==> src/rtl/rf_pulse_sequencer_pkg.sv <==
// rf_seq_pkg: shared state and mode encodings for the RF pulse sequencer
package rf_seq_pkg;
    typedef enum logic [2:0] {S_IDLE, S_LEAD, S_P1, S_GAP1, S_P2, S_GAP2, S_P3, S_TAIL} state_t;
    localparam logic [1:0] MODE_MZ     = 2'd0;
    localparam logic [1:0] MODE_RAMSEY = 2'd1;
    localparam logic [1:0] MODE_RABI   = 2'd2;
    localparam logic [1:0] MODE_RSVD   = 2'd3;
endpackage

==> src/rtl/rf_pulse_sequencer_trig_sync.sv <==
// trig_sync: 2-flop synchroniser with registered rising-edge pulse
module trig_sync (
    input  logic clk,
    input  logic rst_n,
    input  logic trig,
    output logic rise
);
    logic s1, s2, s3;
    always_ff @(posedge clk or negedge rst_n) begin
        if (!rst_n) begin
            s1 <= 1'b0;
            s2 <= 1'b0;
            s3 <= 1'b0;
            rise <= 1'b0;
        end else begin
            s1 <= trig;
            s2 <= s1;
            s3 <= s2;
            rise <= s2 & ~s3;
        end
    end
endmodule

==> src/rtl/rf_pulse_sequencer.sv <==
// rf_pulse_sequencer: triggered MZ / Ramsey / Rabi RF pulse-sequence generator
module rf_pulse_sequencer
    import rf_seq_pkg::*;
#(
    parameter int CNT_W        = 32,
    parameter int START_CYCLES = 400,
    parameter int PI_2_CYCLES  = 333,
    parameter int WAIT_CYCLES  = 66600,
    parameter int END_CYCLES   = 33300,
    parameter int RABI_INIT    = 66,
    parameter int RABI_STEP    = 66,
    parameter int RABI_MAX     = 6600,
    parameter int SHOT_W       = 16
) (
    input  logic              clk,
    input  logic              rst_n,
    input  logic              trig,
    input  logic [1:0]        mode,
    input  logic              rabi_clear,
    output logic              rf,
    output logic              busy,
    output logic              done,
    output logic              trig_miss,
    output logic              mode_err,
    output logic [CNT_W-1:0]  rabi_len,
    output logic [SHOT_W-1:0] shot_count
);
    if (CNT_W == 0 || START_CYCLES == 0 || PI_2_CYCLES == 0 || WAIT_CYCLES == 0 || END_CYCLES == 0 ||
        RABI_INIT == 0 || RABI_STEP == 0 || RABI_MAX == 0 || SHOT_W == 0) begin : g_bad_param
        $error("rf_pulse_sequencer: zero-valued parameter");
    end

    logic             rise, last;
    state_t           state, nxt;
    logic [CNT_W-1:0] cnt, len, plen;
    logic [CNT_W:0]   sum;
    logic [1:0]       cur_mode;

    trig_sync u_sync (.clk(clk), .rst_n(rst_n), .trig(trig), .rise(rise));

    assign sum  = {1'b0, rabi_len} + (CNT_W+1)'(RABI_STEP);
    assign done = state == S_TAIL && last;

    always_comb begin
        len = state == S_LEAD ? CNT_W'(START_CYCLES) :
              state == S_P1 ? (cur_mode == MODE_RABI ? plen : CNT_W'(PI_2_CYCLES)) :
              (state == S_GAP1 || state == S_GAP2) ? CNT_W'(WAIT_CYCLES) :
              state == S_P2 ? CNT_W'(2 * PI_2_CYCLES) :
              state == S_P3 ? CNT_W'(PI_2_CYCLES) : CNT_W'(END_CYCLES);
        last = cnt == len - CNT_W'(1);
        nxt = state;
        if (state == S_IDLE)
            nxt = (rise && mode != MODE_RSVD) ? S_LEAD : S_IDLE;
        else if (last)
            nxt = state == S_LEAD ? S_P1 :
                  state == S_P1 ? (cur_mode == MODE_RABI ? S_TAIL : S_GAP1) :
                  state == S_GAP1 ? (cur_mode == MODE_MZ ? S_P2 : S_P3) :
                  state == S_P2 ? S_GAP2 :
                  state == S_GAP2 ? S_P3 :
                  state == S_P3 ? S_TAIL : S_IDLE;
    end

    always_ff @(posedge clk or negedge rst_n) begin
        if (!rst_n) begin
            state      <= S_IDLE;
            cnt        <= '0;
            rf         <= 1'b0;
            busy       <= 1'b0;
            trig_miss  <= 1'b0;
            mode_err   <= 1'b0;
            cur_mode   <= MODE_MZ;
            plen       <= '0;
            rabi_len   <= CNT_W'(RABI_INIT);
            shot_count <= '0;
        end else begin
            state     <= nxt;
            cnt       <= (nxt != state || state == S_IDLE) ? '0 : cnt + CNT_W'(1);
            rf        <= nxt == S_P1 || nxt == S_P2 || nxt == S_P3;
            busy      <= nxt != S_IDLE;
            trig_miss <= rise && state != S_IDLE;
            mode_err  <= rise && state == S_IDLE && mode == MODE_RSVD;
            if (state == S_IDLE && nxt == S_LEAD) begin
                cur_mode <= mode;
                plen     <= rabi_len;
            end
            // clear wins over the step at a Rabi shot end; otherwise it only acts while idle
            if (done) begin
                shot_count <= shot_count + SHOT_W'(1);
                if (cur_mode == MODE_RABI)
                    rabi_len <= (rabi_clear || sum > (CNT_W+1)'(RABI_MAX)) ? CNT_W'(RABI_INIT) : sum[CNT_W-1:0];
            end else if (state == S_IDLE && rabi_clear)
                rabi_len <= CNT_W'(RABI_INIT);
        end
    end
endmodule
==> config.mk <==
export PLATFORM = sky130hd
export DESIGN_NAME = rf_pulse_sequencer
export DESIGN_NICKNAME = d
export VERILOG_FILES = /design/src/rtl/rf_pulse_sequencer_pkg.sv /design/src/rtl/rf_pulse_sequencer_trig_sync.sv /design/src/rtl/rf_pulse_sequencer.sv
export SDC_FILE = /design/constraint.sdc
export NUM_CORES = 1
export LEC_CHECK = 0
export CAP_MARGIN = 40
export CORE_MARGIN = 1.5
export CORE_UTILIZATION = 50
export DETAILED_ROUTE_END_ITERATION = 7
export PLACE_DENSITY = 0.66
export SETUP_SLACK_MARGIN = 0.05
export SYNTH_ARGS = -nofsm -noshare
export SYNTH_HDL_FRONTEND = slang
export SYNTH_SLANG_ARGS = --single-unit
==> constraint.sdc <==
create_clock -name clk -period 6.1 [get_ports clk]
set_input_delay 1.83 -clock clk [delete_from_list [all_inputs] [get_ports clk]]
set_output_delay 1.83 -clock clk [all_outputs]
set_load 0.01 [all_outputs]
---- Word-level counts from Yosys, hierarchy flattened ----
Cells that the tools add are included.
word-level totals
  flip-flop bits (word level) ............. 125
  word-level logic and storage cells ...... 78
cells by class
  $add $sub $neg .......................... 4
  magnitude comparators ................... 1
  eq/ne operators ......................... 17
  mux-type cells .......................... 22
  bitwise operators ....................... 2
  reduce and logical (&&, ||, !) cells .... 18
operators with widths
  operator                 count
  $mux W32                 8
  $add A32 B7 Y33 const B  1
  $gt A33 B13 Y1 const B   1
  $add A32 B1 Y32 const B  1
  $eq A32 B32 Y1           1
  $mux W16                 2
  $sub A32 B1 Y32 const B  1
  $mux W3                  9
  $eq A3 B3 Y1 const B     6
  $mux W17                 1
  $add A16 B1 Y16 const B  1
  $eq A3 B2 Y1 const B     3
  $logic_and A1 B1 Y1      7
  $eq A3 B1 Y1 const B     2
  $reduce_bool A3 Y1       2
  $logic_or A1 B1 Y1       5
  $eq A2 B2 Y1 const B     2
  $logic_not A3 Y1         1
  $ne A3 B3 Y1             1
  $logic_not A2 Y1         1
  $mux W2                  1
  $ne A2 B1 Y1 const B     1
  $ne A2 B2 Y1 const B     1
  $reduce_and A2 Y1        1
  other kinds (4)          4

---- Logic depth before layout (Yosys ltp) ----
Gate-level depths: netlist of run 1.
  word-level depth ........................ 13
  gate-level depth with buffers ........... 18
  depth with buffers taken out ............ 13

---- Modules after synthesis ----
A second synthesis of run 1 with hierarchy kept.
unflattened totals
  cell total of the unflattened synthesis .. 972
  area, all modules ....................... 8180.3 um2
modules (own cells, without submodules)
  module              instances  cells an instance  area an instance (um2)  seq. area each (um2)
  rf_pulse_sequencer  1          967                8066.5                  2980.4
  trig_sync           1          5                  113.9                   100.1

---- Worst setup path after synthesis of run 1 ----
OpenSTA, ideal clock, no wires.
  path kind ............................... register to output
  start ................................... reg state[1]
  end ..................................... out done
  arrival ................................. 3.542 ns
  data required time ...................... 4.270 ns
  path slack .............................. 0.728 ns
  stages on the path, launching flop included .. 15
  buffers on the path ..................... 3
  cells stage by stage .................... dfrtp_1 -> buf_2 -> nor3b_1 -> a21oi_1 -> ha_1 -> o2111a_1 -> and4_1 -> clkbuf_1 -> nor3_1 -> a31oi_1 -> or4_1 -> a211o_1 -> nor4_2 -> and3_1 -> clkbuf_1
between the ends
  longest elaborated chain between the ends .. 9
  elaborated cells between the ends (all ways) .. 16
  classes of those cells .................. add/sub (1); eq/ne (8); mux (5); reduce/logical (2)
RTL lines
  what                     line                      text
  from (decl)              rf_pulse_sequencer.sv:34  state_t state, nxt;
  from (signal assigned)   rf_pulse_sequencer.sv:76  state <= nxt;
  $eq A3 B3 Y1             rf_pulse_sequencer.sv:49  state == S_P3 ? CNT_W'(PI_2_CYCLES) : CNT_W'(END_CYCLES);
  $mux W16                 rf_pulse_sequencer.sv:49
  $mux W16                 rf_pulse_sequencer.sv:48  state == S_P2 ? CNT_W'(2 * PI_2_CYCLES) :
  $mux W17                 rf_pulse_sequencer.sv:47  (state == S_GAP1 || state == S_GAP2) ? CNT_W'(WAIT_CYCLES) :
  $mux W32                 rf_pulse_sequencer.sv:46  state == S_P1 ? (cur_mode == MODE_RABI ? plen : CNT_W'(PI_2_CYCLES)) :
  $mux W32                 rf_pulse_sequencer.sv:45  len = state == S_LEAD ? CNT_W'(START_CYCLES) :
  $sub A32 B1 Y32          rf_pulse_sequencer.sv:50  last = cnt == len - CNT_W'(1);
  $eq A32 B32 Y1           rf_pulse_sequencer.sv:50
  $logic_and A1 B1 Y1 (*)  rf_pulse_sequencer.sv:42  assign done = state == S_TAIL && last;
  to (decl)                rf_pulse_sequencer.sv:22  output logic done,
Every way passes the cells marked *; elsewhere a longest branch is shown, timed or not.

---- Worst setup path after layout of run 1 ----
  start ................................... reg state[2]
  end ..................................... out done
The elaborated chain is that of the path after synthesis.

==> results of run 1 <==
[per-stage QoR]
step,cell area [sq um],cells
final,9690,1205
after global routing,9690,1205
after CTS,9690,1205
after detailed placement,8890,1155
after global placement,8880,1154
after floorplan,8040,904
[cells by family after synthesis]
| logic type | count (synthesis) | share of synthesized area |
|---|---|---|
| other | 1 | 0.000467 |
| adder cells (fa/ha/maj) | 4 | 0.00623 |
| flip-flops | 123 | 0.383 |
| AND/OR/NAND/NOR | 432 | 0.291 |
| XOR/XNOR | 77 | 0.0839 |
| multiplexers | 38 | 0.0522 |
| buffers and inverters | 77 | 0.0406 |
| AO/OA/AOI/OAI | 152 | 0.142 |
[sequential cells by signal, summed over array words and instances (netlist names)]
register and cells:
state 3, busy 1, mode_err 1, rf 1
cnt 32, u_sync.s2 1, cur_mode 2, trig_miss 1
u_sync.rise 1, u_sync.s3 1, rabi_len 31, plen 31
u_sync.s1 1, shot_count 16
[cell type report]
class | count | area share
Sequential cell | 123 | 0.319
Inverter | 20 | 0.00775
Timing Repair Buffer | 110 | 0.0996
Clock buffer | 21 | 0.0486
Tap cell | 216 | 0.0279
Clock inverter | 11 | 0.0138
Multi-Input combinational cell | 704 | 0.484
[metal layers]
layer | global-route usage | wire length, microns
met2 | 0.440 | 10500
met5 | 0 | 0
met1 | 0.390 | 10500
met3 | 0.0455 | 1200
met4 | 0.0902 | 540
[placed cells by master (no fill, tap or decap), types with 6 or more instances in the layout]
cell type,netlist,layout
dfrtp_1,121,116
nor3_1,26,26
mux2_2,31,31
a211oi_1,6,6
o21ai_0,27,27
nor3b_1,7,7
xnor2_1,44,44
or2_2,6,6
or4_1,8,8
inv_1,20,20
buf_4,2,52
nor4_1,20,19
and2_1,28,28
nor2_1,101,100
nand2b_1,8,8
a31oi_1,9,9
nand3_1,43,43
o211ai_1,6,6
a21oi_1,30,27
clkdlybuf4s50_1,0,55
a211o_1,7,7
clkbuf_16,0,17
nand4_1,19,19
nor2b_1,11,11
and4_1,10,8
or3_1,10,10
xor2_1,33,33
mux2i_1,7,7
and3_1,24,23
nand2_1,74,74
[how the worst max path moves through the flow]
| stage | cells after the start | endpoint | startpoint | slack [ps] |
|---|---|---|---|---|
| 6_report | 14 | done | state[2]$_DFF_PN0_ | 290 |
| 5_1_grt | 13 | done | state[2]$_DFF_PN0_ | 110 |
| 3_5_place_dp | 10 | done | state[2]$_DFF_PN0_ | 220 |
| 3_3_place_gp | 10 | done | state[0]$_DFF_PN0_ | 320 |
| 4_1_cts | 14 | done | state[2]$_DFF_PN0_ | 290 |
| 2_1_floorplan | 14 | done | state[1]$_DFF_PN0_ | 730 |
[power by group]
group	internal, mW	switching [mW]	total, mW
sequential	0.818	0.000641	0.819
clock	0.639	0.391	1.03
combinational	0.00480	0.0175	0.0223
total	1.46	0.409	1.87
[timing repair]
item,CTS,global route
resized for setup,18,0
buffers inserted,18,0
endpoints found under the setup margin,1,0
hold buffers,0,0
==> flow_metrics.env, run 1 <==
export IMPL_status="finished, final reports clean"
export IMPL_synth_top_area_frac=0.377
export IMPL_crit_buf_inv=3
export IMPL_multi_input_area_sq_mm=0.00468
export IMPL_grt_util_all_layers=0.278
export IMPL_fp_dieW_microns=130
export IMPL_critPathTopFamily="simple AND/OR/NAND/NOR gates"
export IMPL_dr_pass1_iters=5
export IMPL_cts_sinks=123
export IMPL_synth_top_cell_by_area="dfrtp_1"
export IMPL_fp_dieH_microns=130
export IMPL_crit_chain="or3b_4 > buf_4 > nand2_1 > ha_1 > o2111a_1 > nand4_1 > buf_4 > nor2_1 > a31oi_1 > a211oi_1 > nor4_1 > and4b_2 > and3_4 > dlygate4sd2_1"
export IMPL_hpwl_mm=16.6
export IMPL_drt_wl_total_mm=22.7
export IMPL_place_gp_congestion=0.943
export IMPL_synthesis_area_sq_mm=0.00804
export IMPL_cts_buffer_depth=2
export IMPL_rsz0062_at_grt="false"
export IMPL_reg2reg_slack_ps=1480
export IMPL_grt_antenna_before_repair=0
export IMPL_final_setup_viol_count=0
export IMPL_yosys_warnings=0
export IMPL_synth_edf_count=0
export IMPL_path_max_fanout=6
export IMPL_ys_types=90
export IMPL_core_sq_mm=0.0158
export IMPL_min_path_cells=0
export IMPL_arrival_ps=3980
export IMPL_cts_root_buf="clkbuf_16"
export IMPL_cts_buffers=17
export IMPL_min_delay_start="u_sync.s1$_DFF_PN0_"
export IMPL_grt_pass1_wl_mm=36.2
export IMPL_syn_instance_count=904
export IMPL_synth_yosys_seq_area_share=0.383
export IMPL_path_common_cell="buf_4"
export IMPL_clk_insertion_delay_late_ps=430
export IMPL_syn_to_final_growth_pct=20.5
export IMPL_hp_class="reg2reg"
export IMPL_initial_core_util=0.510
export IMPL_fin_tns_setup_ps=0
export IMPL_syn_area_per_cell_sq_um=8.89
export IMPL_grt_max_degree=62
export IMPL_vias=7314
export IMPL_timing_fmax_mhz=172
export IMPL_period_share=0.953
export IMPL_ys_seq_elements=123
export IMPL_slew_violations=0
export IMPL_cts_clk_slew_worst_paths_ps=60
export IMPL_htree_levels=4
export IMPL_worstPathRequired_ps=4270
export IMPL_timing_final_crit_period_ps=5810
export IMPL_drt_iter0_markers=539
export IMPL_grt_pass1_vias=6782
export IMPL_antenna_cells=0
export IMPL_slowest_delay_ps=440
export IMPL_seq_area_sq_mm=0.00309
export IMPL_p_leak_nw=4.21
export IMPL_pwr_density_cell_mw_per_mm2=193
export IMPL_num_fill_cells=1365
export IMPL_fin_util=0.614
export IMPL_fin_skew_ps=12.5
export IMPL_cp_start_kind="flop"
export IMPL_crit_path_top_delay_cell="dfrtp_2"
export IMPL_pin_count=59
export IMPL_grt_overflow=0
export IMPL_r2r_start="state[2]$_DFF_PN0_"
export IMPL_ir_worst_vdd_v=0.000212
export IMPL_hold_end="u_sync.s2$_DFF_PN0_"
export IMPL_worstSetupPathType="reg2out"
export IMPL_endpoint_kind="output pin"
export IMPL_tightest_slew_ps=796
export IMPL_timing_final_ws_setup_ps=286
export IMPL_ys_flop_type="dfrtp_1"
export IMPL_pre_cts_ws_ps=216
export IMPL_r2r_cells=15
export IMPL_hold_viol=0
export IMPL_syn_nets=914
export IMPL_ant_nets=0
export IMPL_cts_tree="yes"
export IMPL_synth_area_leaders="dfrtp_1, xnor2_1, nor2_1"
export IMPL_total_power_mw=1.87
export IMPL_synth_common_cells="dfrtp_1, nor2_1, nand2_1, xnor2_1, nand3_1"
export IMPL_wl_per_cell_microns=18.9
export IMPL_dieArea_sq_mm=0.0168
export IMPL_relSlewSlack=0.469
export IMPL_vias_per_cell=6.07
export IMPL_layout_nets=986
export IMPL_io_buffers=57
export IMPL_synth_most_common_cell="dfrtp_1"
export IMPL_num_rows=46
export IMPL_maxCapViolCount=0
export IMPL_r2r_end="shot_count[15]$_DFFE_PN0P_"
export IMPL_hold_ws_ps=351
export IMPL_remaining_drc_errors=0
export IMPL_layout_drive_gt1_share=0.160
export IMPL_postSynth_asyncResetShare=1.00
No activity file was read; power rests on OpenSTA's default activity.
==> inputs of run 2 (changes only) <==
--- a/constraint.sdc
+++ b/constraint.sdc
@@ -3,2 +3,2 @@
 set_output_delay 1.83 -clock clk [all_outputs]
-set_load 0.01 [all_outputs]
+set_load 0.1 [all_outputs]
==> run 2 against run 1 <==
  * Wire length up 2.9%
  * Highest routed layer unchanged
  * Clock skew down 1.8 ps
  * Design area up 6.5%
  * Final cell count up 2.6%
  * Hold slack worse by 4.1 ps
  * First-iteration DRC count up 2.0%
  * Combinational power up 28%
  * Non-clock buffer count up 31
  * Critical endpoint unchanged
  * Global-route usage up 0.74 points
  * Register-to-register slack worse by 170 ps
  * Die area unchanged
==> flow_metrics.env, run 2 (synthesis gave the netlist of run 1 again) <==
export IMPL_status="finished, final reports clean"
export IMPL_grt_overflow=0
export IMPL_path_max_fanout=12
export IMPL_reg2reg_slack_ps=1310
export IMPL_arrival_ps=4100
export IMPL_wl_per_cell_microns=18.9
export IMPL_grt_util_all_layers=0.285
export IMPL_grt_pass1_wl_mm=37.3
export IMPL_ir_worst_vdd_v=0.000243
export IMPL_p_sw_frac=0.218
export IMPL_pwr_density_cell_mw_per_mm2=185
export IMPL_worstSetupEndpoint="done"
export IMPL_pwr_share_comb=0.015
export IMPL_grtUsageMet3=0.0447
export IMPL_layout_drive_gt1_share=0.184
export IMPL_initial_core_util=0.510
export IMPL_core_sq_mm=0.0158
export IMPL_rsz0062_at_grt="false"
export IMPL_hold_ws_ps=347
export IMPL_num_rows=46
export IMPL_fin_skew_ps=10.7
export IMPL_total_power_mw=1.91
export IMPL_hp_class="reg2reg"
export IMPL_dr_pass1_iters=6
export IMPL_grtUsageMet2=0.454
export IMPL_cts_root_buf="clkbuf_16"
export IMPL_vias_per_cell=6.05
export IMPL_grt_antenna_before_repair=0
export IMPL_htree_levels=4
export IMPL_period_share=0.971
export IMPL_remaining_drc_errors=0
export IMPL_slew_violations=0
export IMPL_pin_count=59
export IMPL_p_switching_uw=415
export IMPL_final_cell_mix="dfrtp_1, nor2_1, nand2_1"
export IMPL_hold_viol=0
export IMPL_fp_dieH_microns=130
export IMPL_r2r_cells=12
export IMPL_dieArea_sq_mm=0.0168
export IMPL_seqPwrFrac=0.429
export IMPL_antenna_cells=0
export IMPL_timing_final_ws_setup_ps=175
export IMPL_timing_final_crit_period_ps=5930
export IMPL_layout_nets=1017
export IMPL_r2r_end="shot_count[13]$_DFFE_PN0P_"
export IMPL_maxCapViolCount=0
export IMPL_drt_iter0_markers=550
export IMPL_fp_dieW_microns=130
export IMPL_syn_to_final_growth_pct=28.4
export IMPL_grt_util_met1=0.398
export IMPL_endpoint_kind="output pin"
export IMPL_p_int_mw=1.49
export IMPL_largestRegisters="cnt: 32 flops, plen: 31 flops, rabi_len: 31 flops"
export IMPL_fin_tns_setup_ps=0
export IMPL_place_gp_congestion=0.919
export IMPL_cts_clk_slew_worst_paths_ps=60
export IMPL_startpoint="state[2]$_DFF_PN0_"
export IMPL_final_setup_viol_count=0
export IMPL_worstSetupPathType="reg2out"
export IMPL_grt_pass1_vias=6938
export IMPL_cp_start_kind="flop"
export IMPL_relSlewSlack=0.530
export IMPL_ant_nets=0
export IMPL_cts_buffer_depth=2
export IMPL_cts_sinks=123
export IMPL_largest_reg_flops=32
export IMPL_p_leak_nw=4.50
export IMPL_cts_tree="yes"
export IMPL_timing_fmax_mhz=169
export IMPL_grt_max_degree=58
export IMPL_hpwl_mm=17.3
export IMPL_cts_buffers=17
export IMPL_io_buffers=57
export IMPL_vias=7477
export IMPL_p_clk_frac=0.556
export IMPL_clk_insertion_delay_late_ps=420
export IMPL_r2r_start="state[0]$_DFF_PN0_"
export IMPL_final_common_cell="dfrtp_1"
export IMPL_drt_wl_total_mm=23.4
export IMPL_worstPathRequired_ps=4270
export IMPL_tightest_slew_ps=695
export IMPL_grt_most_used_layer="met2"
export IMPL_regMostFlops="cnt"
export IMPL_pre_cts_ws_ps=327
run 2: power by group through the flow:
stage	Clock, mW	Sequential, mW	Combinational [mW]
2_1_floorplan	0	0.836	0.00431
3_3_place_gp	0	0.833	0.0274
3_5_place_dp	0	0.833	0.0298
4_1_cts	1.07	0.819	0.0297
5_1_grt	1.11	0.818	0.0321
6_report	1.06	0.819	0.0285
run 2: per-stage QoR:
step	instance area [sq um]	instances	util
final	10300	1236	0.654
after global routing	10300	1236	0.654
after CTS	10200	1227	0.648
after detailed placement	9580	1194	0.607
after global placement	8810	1143	0.559
after floorplan	8040	904	-
run 2: what timing repair did:
action / CTS / global route
pin swaps: 2 / 1
hold buffers: 0 / 0
setup endpoints to repair: 1 / 1
resized for setup: 6 / 8
buffers inserted: 1 / 9
run 2: worst max-delay path: stages, from the launching register on:
cell	delay [ps]
dfrtp_2	480
buf_4	200
and3_1	230
a311oi_4	380
o2111ai_4	220
buf_4	210
or4_1	610
mux2_2	330
nor4_1	240
and4b_1	330
and3_2	260
buf_12	180
run 2: area by class of cell:
cell class	count	area, sq um
fill	1275	5450
multi-input combinational	704	4680
sequential	123	3090
timing repair buffer	141	1590
clock buffer	20	457
tap	216	270
clock inverter	12	163
inverter	20	75.1
run 2: per-layer routing:
metal / vias up / share of wire
met5: - / 0
met4: 0 / 0.021
met3: 41 / 0.062
met1: 3648 / 0.45
met2: 306 / 0.47
li1: 3482 / -
run 2: how the worst min path moves through the flow:
stage                                    from                   to  slack, ps  cells after the start
after floorplan           u_sync.s1$_DFF_PN0_  u_sync.s2$_DFF_PN0_        330                      0
after global placement    u_sync.s1$_DFF_PN0_  u_sync.s2$_DFF_PN0_        330                      0
after detailed placement  u_sync.s1$_DFF_PN0_  u_sync.s2$_DFF_PN0_        340                      0
after CTS                 u_sync.s1$_DFF_PN0_  u_sync.s2$_DFF_PN0_        350                      0
after global routing      u_sync.s1$_DFF_PN0_  u_sync.s2$_DFF_PN0_        360                      0
final                     u_sync.s1$_DFF_PN0_  u_sync.s2$_DFF_PN0_        350                      0
==> inputs of run 3 (changes only) <==
Clock period 6.1 ns to 6.2 ns, I/O delays scaled along.
==> run 3 against run 2 <==
  * Final cell count shrank 0.65%
  * Clock skew grew 1.0 ps
  * Total power shrank 1.8%
  * Sequential power shrank 2%
  * Setup slack gained 53 ps
  * Die area is the same
  * Highest routed layer unchanged
  * Global-route usage grew 0.38 points
==> flow_metrics.env, run 3 (synthesis gave the netlist of run 1 again) <==
export IMPL_status="finished, final reports clean"
export IMPL_syn_to_final_growth_pct=28.0
export IMPL_cts_root_buf="clkbuf_16"
export IMPL_num_rows=46
export IMPL_wl_per_cell_microns=18.8
export IMPL_grt_antenna_before_repair=0
export IMPL_hold_ws_ps=356
export IMPL_fin_tns_setup_ps=0
export IMPL_regMostFlops="cnt"
export IMPL_antenna_cells=0
export IMPL_hpwl_mm=17.2
export IMPL_num_fill_cells=1286
export IMPL_fp_dieW_microns=130
export IMPL_ant_nets=0
export IMPL_tightest_slew_ps=778
export IMPL_maxCapViolCount=0
export IMPL_cts_tree="yes"
export IMPL_p_leak_nw=4.48
export IMPL_place_gp_congestion=0.990
export IMPL_grt_overflow=0
export IMPL_period_share=0.963
export IMPL_layout_drive_gt1_share=0.180
export IMPL_drt_wl_total_mm=23.1
export IMPL_largest_reg_flops=32
export IMPL_vias=7440
export IMPL_cts_buffers=17
export IMPL_cts_buffer_depth=2
export IMPL_timing_fmax_mhz=167
export IMPL_layout_nets=1010
export IMPL_io_buffers=57
export IMPL_worstSetupPathType="reg2out"
export IMPL_total_power_mw=1.87
export IMPL_grt_util_all_layers=0.289
export IMPL_drt_iter0_markers=557
export IMPL_final_setup_viol_count=0
export IMPL_grt_pass1_vias=6963
export IMPL_cp_start_kind="flop"
export IMPL_largestRegisters="cnt: 32 flops, plen: 31 flops, rabi_len: 31 flops"
export IMPL_clk_insertion_delay_late_ps=430
export IMPL_arrival_ps=4110
export IMPL_dieArea_sq_mm=0.0168
export IMPL_remaining_drc_errors=0
export IMPL_relSlewSlack=0.481
export IMPL_endpoint_kind="output pin"
export IMPL_hold_viol=0
export IMPL_path_max_fanout=11
export IMPL_ir_worst_vdd_v=0.000184
export IMPL_timing_final_crit_period_ps=5970
export IMPL_fin_skew_ps=11.7
export IMPL_rsz0062_at_grt="false"
export IMPL_hp_class="reg2reg"
export IMPL_cts_clk_slew_worst_paths_ps=60
export IMPL_fp_dieH_microns=130
export IMPL_cts_sinks=123
export IMPL_pwr_density_cell_mw_per_mm2=182
export IMPL_final_common_cell="dfrtp_1"
export IMPL_htree_levels=4
export IMPL_final_cell_mix="dfrtp_1, nor2_1, nand2_1"
export IMPL_core_sq_mm=0.0158
export IMPL_pin_count=59
export IMPL_grt_pass1_wl_mm=37.5
export IMPL_vias_per_cell=6.06
export IMPL_dr_pass1_iters=5
export IMPL_slew_violations=0
export IMPL_worstPathRequired_ps=4340
export IMPL_grt_max_degree=65
export IMPL_initial_core_util=0.510
==> run 3: area by class of cell <==
class	count	area [sq um]	share of cell area
multi-input combinational	704	4680	0.455
sequential	123	3090	0.300
timing repair buffer	134	1560	0.152
clock buffer	19	453	0.0440
tap	216	270	0.0263
clock inverter	12	164	0.0159
inverter	20	75.1	0.00730
==> run 3: per-stage QoR <==
stage,std cells,area [sq um],util,setup WS [ps]
final,1228,10300,0.652,228
after global routing,1228,10300,0.652,12.2
after CTS,1227,10200,0.649,65.7
after detailed placement,1192,9580,0.608,247
after global placement,1140,8790,0.557,339
after floorplan,904,8040,-,86.4
==> run 3: routing by layer <==
metal	track usage	wire length, microns	vias to the layer above
li1	-	-	3480
met1	0.401	10100	3625
met2	0.456	10900	289
met3	0.0521	1430	46
met4	0.101	600	0
met5	0	0	-
==> run 3: report_power, final <==
part           total (mW)  internal (mW)  switching, mW  leakage, nW
combinational      0.0275        0.00562         0.0218         2.51
clock                1.04          0.656          0.385        0.294
sequential          0.805          0.805       0.000548         1.67
total                1.87           1.47          0.408         4.48
==> run 3: path summary, 6_finish.rpt <==
check                                    startpoint                    endpoint  slack (ps)  cells after the start
worst min register to register  u_sync.s1$_DFF_PN0_         u_sync.s2$_DFF_PN0_         360                      0
worst max-delay path             state[2]$_DFF_PN0_                        done         230                     10
min in group asynchronous                     rst_n   shot_count[9]$_DFFE_PN0P_        1290                      1
max in group asynchronous                     rst_n          state[2]$_DFF_PN0_        3810                      2
worst max register to register   state[2]$_DFF_PN0_  shot_count[10]$_DFFE_PN0P_        1360                     13
worst min-delay path            u_sync.s1$_DFF_PN0_         u_sync.s2$_DFF_PN0_         360                      0
==> run 3: critical path, stage by stage (launching register included) <==
cell      delay, ps
dfrtp_4         540
or4b_4          610
a221oi_4        360
and4_1          300
and4_1          220
xnor2_1          90
or4_1           480
a211o_1         270
nor4_4          330
and3_2          300
buf_12          190
==> run 3: what timing repair did <==
item,in CTS,in global routing
setup endpoints to repair,1,1
setup buffers,4,1
resized for setup,5,11
pin swaps,2,2
hold buffers,0,0
